<file path="src/rtl/uart_pkg.sv">
// Shared UART defaults used by the receive and transmit buffering blocks.
package uart_pkg;

  localparam int unsigned DefWidthData = 8;
  localparam int unsigned DefDepthLog2 = 4;

endpackage

</file>
<file path="src/rtl/sync_fifo.sv">
// Single-clock first-word-fall-through FIFO with wrap-bit pointers and occupancy count.
module sync_fifo #(
  parameter int unsigned WIDTH      = 8,
  parameter int unsigned DEPTH_LOG2 = 4
) (
  input  logic                  clk,
  input  logic                  nrst,
  input  logic                  wr_en,
  input  logic [WIDTH-1:0]      wr_data,
  input  logic                  rd_en,
  output logic [WIDTH-1:0]      rd_data,
  output logic                  empty,
  output logic                  full,
  output logic [DEPTH_LOG2:0]   count
);

  localparam int unsigned Depth = 2 ** DEPTH_LOG2;

  logic [DEPTH_LOG2:0] wr_ptr_q, wr_ptr_d;
  logic [DEPTH_LOG2:0] rd_ptr_q, rd_ptr_d;
  logic [WIDTH-1:0]    mem_q [Depth];
  logic                do_wr, do_rd;

  // A write into a full FIFO is legal only when a pop frees the head slot in the same cycle.
  always_comb begin
    do_rd    = rd_en && !empty;
    do_wr    = wr_en && (!full || do_rd);
    wr_ptr_d = wr_ptr_q;
    rd_ptr_d = rd_ptr_q;
    if (do_wr) wr_ptr_d = wr_ptr_q + 1'b1;
    if (do_rd) rd_ptr_d = rd_ptr_q + 1'b1;
  end

  always_ff @(posedge clk or negedge nrst) begin
    if (!nrst) begin
      wr_ptr_q <= '0;
      rd_ptr_q <= '0;
    end else begin
      wr_ptr_q <= wr_ptr_d;
      rd_ptr_q <= rd_ptr_d;
    end
  end

  always_ff @(posedge clk or negedge nrst) begin
    if (!nrst) begin
      for (int i = 0; i < Depth; i++) mem_q[i] <= '0;
    end else if (do_wr) begin
      mem_q[wr_ptr_q[DEPTH_LOG2-1:0]] <= wr_data;
    end
  end

  always_comb begin
    rd_data = mem_q[rd_ptr_q[DEPTH_LOG2-1:0]];
    empty   = (wr_ptr_q == rd_ptr_q);
    full    = (wr_ptr_q[DEPTH_LOG2-1:0] == rd_ptr_q[DEPTH_LOG2-1:0]) &&
              (wr_ptr_q[DEPTH_LOG2] != rd_ptr_q[DEPTH_LOG2]);
    count   = wr_ptr_q - rd_ptr_q;
  end

endmodule

</file>
<file path="src/rtl/rx_fifo.sv">
// Receive buffer behind the UART receiver: one capture per ready pulse, FWFT queue,
// sticky overrun flag for frames dropped while full.
module rx_fifo
  import uart_pkg::*;
#(
  parameter int unsigned WIDTH_DATA = DefWidthData,
  parameter int unsigned DEPTH_LOG2 = DefDepthLog2
) (
  input  logic                  i_clk,
  input  logic                  i_nrst,
  input  logic                  i_rx_rdy,
  input  logic [WIDTH_DATA-1:0] i_rx_data,
  output logic                  o_rx_re,
  input  logic                  i_rd,
  output logic [WIDTH_DATA-1:0] o_data,
  output logic                  o_empty,
  output logic                  o_full,
  output logic [DEPTH_LOG2:0]   o_count,
  output logic                  o_ovr,
  input  logic                  i_ovr_clr
);

  logic rx_re_q;
  logic ovr_q, ovr_d;
  logic capture;
  logic ovr_set;

  // Ready rising edge; the registered acknowledge masks a held ready.
  always_comb begin
    capture = i_rx_rdy && !rx_re_q;
    ovr_set = capture && o_full && !i_rd;
    ovr_d   = ovr_q;
    if (ovr_set) begin
      ovr_d = 1'b1;
    end else if (i_ovr_clr) begin
      ovr_d = 1'b0;
    end
  end

  always_ff @(posedge i_clk or negedge i_nrst) begin
    if (!i_nrst) begin
      rx_re_q <= 1'b0;
      ovr_q   <= 1'b0;
    end else begin
      rx_re_q <= i_rx_rdy;
      ovr_q   <= ovr_d;
    end
  end

  sync_fifo #(
    .WIDTH      (WIDTH_DATA),
    .DEPTH_LOG2 (DEPTH_LOG2)
  ) u_fifo (
    .clk     (i_clk),
    .nrst    (i_nrst),
    .wr_en   (capture),
    .wr_data (i_rx_data),
    .rd_en   (i_rd),
    .rd_data (o_data),
    .empty   (o_empty),
    .full    (o_full),
    .count   (o_count)
  );

  assign o_rx_re = rx_re_q;
  assign o_ovr   = ovr_q;

endmodule

</file>
<file path="config.mk">
export PLATFORM = sky130hd
export DESIGN_NAME = rx_fifo
export DESIGN_NICKNAME = d
export VERILOG_FILES = /design/src/rtl/uart_pkg.sv /design/src/rtl/sync_fifo.sv /design/src/rtl/rx_fifo.sv
export SDC_FILE = /design/constraint.sdc
export NUM_CORES = 1
export LEC_CHECK = 0
export CAP_MARGIN = 5
export CORE_MARGIN = 8
export CORE_UTILIZATION = 25
export CTS_CLUSTER_SIZE = 24
export DETAILED_ROUTE_END_ITERATION = 16
export GPL_TIMING_DRIVEN = 1
export PLACE_DENSITY_LB_ADDON = 0.08
export SLEW_MARGIN = 0
export SYNTH_ARGS = -nofsm -noshare
export SYNTH_HDL_FRONTEND = slang
export SYNTH_HIERARCHICAL = 1
export SYNTH_SLANG_ARGS = --single-unit
</file>
<file path="constraint.sdc">
create_clock -name i_clk -period 3.7 [get_ports i_clk]
set_input_delay 0.555 -clock i_clk [delete_from_list [all_inputs] [get_ports i_clk]]
set_output_delay 0.555 -clock i_clk [all_outputs]
set_load 0.01 [all_outputs]
</file>
==> results.yml <==
yosys:
  synth_compound_area_frac: 0.0375
  synth-xor-area-share: 0.0169
  synth.area.top_cells: "dfrtp_1 52%, mux2_2 22%, mux4_2 8.0%"
  synth.most_common_cell: "dfrtp_1"
  synth-seq-cells: 140
  synth_cell_types: 34
  synth_area_leader_cell: "dfrtp_1"
  yosysWarnings: 6
  netlist_area_um2: 6740
  synth_top_family_by_area: "multiplexers"
  syn_inst: 446
  ys_top_cells_by_count: "140 x dfrtp_1, 129 x mux2_2, 24 x mux2i_1, 24 x mux4_2, 12 x clkbuf_1"
  syn-num-nets: 469
  yosysSeqAreaShare: 0.520
  synth-edff-count: 0
  synth_adder_area_share: 0.0197
  synthSimpleGateAreaFrac: 0.0514
  syn_avg_cell_area_um2: 15.1
  synth_top_flop_cell: "dfrtp_1"
  netlist.area_leader.share: 0.520
  muxShareOfSynthArea: 0.332
  async_flop_share: 1.00
pwr:
  ir_drop_uv: 343
  power_per_cell_area_nw_per_um2: 930
  power.leakage_uw: 0.00354
clock_tree:
  clk_latency_ns: 0.41
  postCtsHoldBufs: 0
  cts_sinks: 140
  postCtsSetupRepairBufs: 0
  path_clk_slew_ns: 0.06
  ctsHtreeMaxLevel: 4
  root_buffer: "clkbuf_16"
  cts_buffer_depth: 2
  cts_tree: "built"
  postCtsResizedCells: 0
  cts_made_buffers: 17
grt:
  grt_pass1_wl_um: 30100
  antenna_found_initial: 0
  grt_max_degree: 99
  grt_pass1_vias: 4403
  busiest_layer: "met2"
  use_met1: 0.161
  gr-usage-met2: 0.207
  grt_usage: 0.126
  use_met3: 0.0327
  grt_overflow: 0
placed_design:
  port_buffers: 29
  place.gp.congestion: 0.708
  dpl-instance-area_um2: 7480
  place_ws_ns: 0.741
  dpl.hpwl_um: 12400
critical_path:
  crit_path_frequent_cell: "mux2i_1"
  critical-path-max-stage-delay_ns: 0.64
  required_ns: 3.14
  critPathMaxFanout: 20
  crit_buf_inv: 2
  worstPathArrival_ns: 2.81
  worstSetupEndpointType: "primary output"
  cp_slowest_cell: "dfrtp_2"
  startpoint: "u_fifo/rd_ptr_q[1]"
  r2r-start: "u_fifo/rd_ptr_q[1]"
  crit_type: "reg -> out"
  path_delay_family: "buffers and inverters"
  path_cells: "buf_12 -> mux2i_1 -> a22oi_1 -> mux2i_1 -> o21ai_0 -> clkdlybuf4s50_1"
  startpoint_type: "register"
run:
  drv_cap: 0
timing:
  fin_crit_sh: 0.910
  max_freq_mhz: 297
  hold_viol_final: 0
  worst_pin_slew_ns: 0.993
  setup-violations-final: 0
  maxSlewViolCount: 0
  holdWs_ns: 0.266
  fin_skew_ns: 0.00505
  rsz0062_at_grt: "false"
  timing.slew.headroom: 0.338
  tns_ns: 0
  min_period_ns: 3.37
  fin_ws_ns: 0.332
layout:
  seq_area_um2: 3510
  antennaDiodeCount: 0
  drive_above_1_share: 0.445
  nets: 509
  fill_cells: 2714
  design_area_um2: 8030
  area_delta_synth_final_pct: 19.2
  multiInputGateArea_um2: 3080
routing:
  drt-initial-drc-count: 215
  dr_total_vias: 3982
  vias_per_cell: 4.74
  first_pass_iters: 6
  drc_errors: 0
  postRouteAntennaNets: 0
  routed_wl_um: 19600
  wl_per_cell_um: 23.3
die:
  die_w_um: 180
  std_cell_rows: 60
  start_util: 0.252
  io_pins: 30
  die_y_um: 180
  core_region_area_um2: 26700
  dieArea_um2: 32500
run_status:
  outcome: "finished clean"
hold_path:
  hold_class: "in -> async"
[placed cells by master, fill, tap and decap left out, types with 5 or more instances in the layout]
cell,n
a32oi_1,8
ha_1,9
clkbuf_16,17
xnor2_1,10
mux4_2,24
a22oi_1,8
dfrtp_1,138
buf_4,12
clkdlybuf4s50_1,28
inv_1,11
nor2_1,5
o21ai_0,9
mux2_2,129
nand2_2,8
nand2_1,5
mux2i_1,24
nand4_4,8
[state kept, by name, indices dropped and copies added, names as in the netlist]
| signal | flops |
|---|---|
| o_ovr | 1 |
| o_rx_re | 1 |
| u_fifo/mem_q | 128 |
| u_fifo/rd_ptr_q | 5 |
| u_fifo/wr_ptr_q | 5 |
[final timing paths]
path / endpoint / cells past startpoint / slack [ns]
max in group asynchronous: u_fifo/mem_q[53] / 2 / 2.67
min in group i_clk: u_fifo/mem_q[73] / 1 / 0.50
min: u_fifo/mem_q[32] / 1 / 0.27
max reg2reg: u_fifo/mem_q[97] / 6 / 1.03
max: o_data[7] / 6 / 0.33
min reg2reg: u_fifo/mem_q[73] / 1 / 0.50
[per-stage QoR]
stage	instances	total power (µW)	util
2_1_floorplan	446	4650	-
3_3_place_gp	808	5900	0.280
3_5_place_dp	808	5950	0.280
4_1_cts	840	7600	0.300
5_1_grt	840	7990	0.300
6_report	840	7470	0.300
[area by class of cell]
type / count / share of cell area
clock buffers: 19 / 0.0539
flip-flops and latches: 140 / 0.437
clock inverters: 13 / 0.0148
inverters: 12 / 0.00561
multi-input cells: 272 / 0.383
repair buffers: 43 / 0.0525
well taps: 341 / 0.0531
[routing by layer]
layer  wire length (µm)  vias to the layer above
met2               9480                       81
li1                   -                     1737
met1               8980                     2149
met5                  0                        -
met4                331                        0
met3                814                       15
[worst reg2reg max path: cells and delay by family (launching register included)]
kind / cells / cell delay (ns)
muxes: 1 / 0.39
DFF: 1 / 0.64
adders and majority gates: 1 / 0.33
and+or+nand+nor: 2 / 0.59
buffers and inverters: 1 / 0.13
AOI/OAI and AO/OA: 1 / 0.47
[kinds of logic (layout without fill, tap and decap cells)]
group / count (synthesis) / in the layout
XOR/XNOR: 13 / 13
AO/OA/AOI/OAI: 34 / 34
adder cells (fa/ha/maj): 10 / 10
AND/OR/NAND/NOR: 38 / 38
multiplexers: 177 / 177
buffers and inverters: 34 / 87
flip-flops: 140 / 140
[where the power goes]
group / internal (µW) / switching [µW] / leakage, µW / total, µW
clock: 927 / 683 / 0.000260 / 1610
sequential: 2200 / 413 / 0.00180 / 2610
combinational: 1720 / 1520 / 0.00148 / 3250
Note: power is estimated with default switching activity, not from simulation.
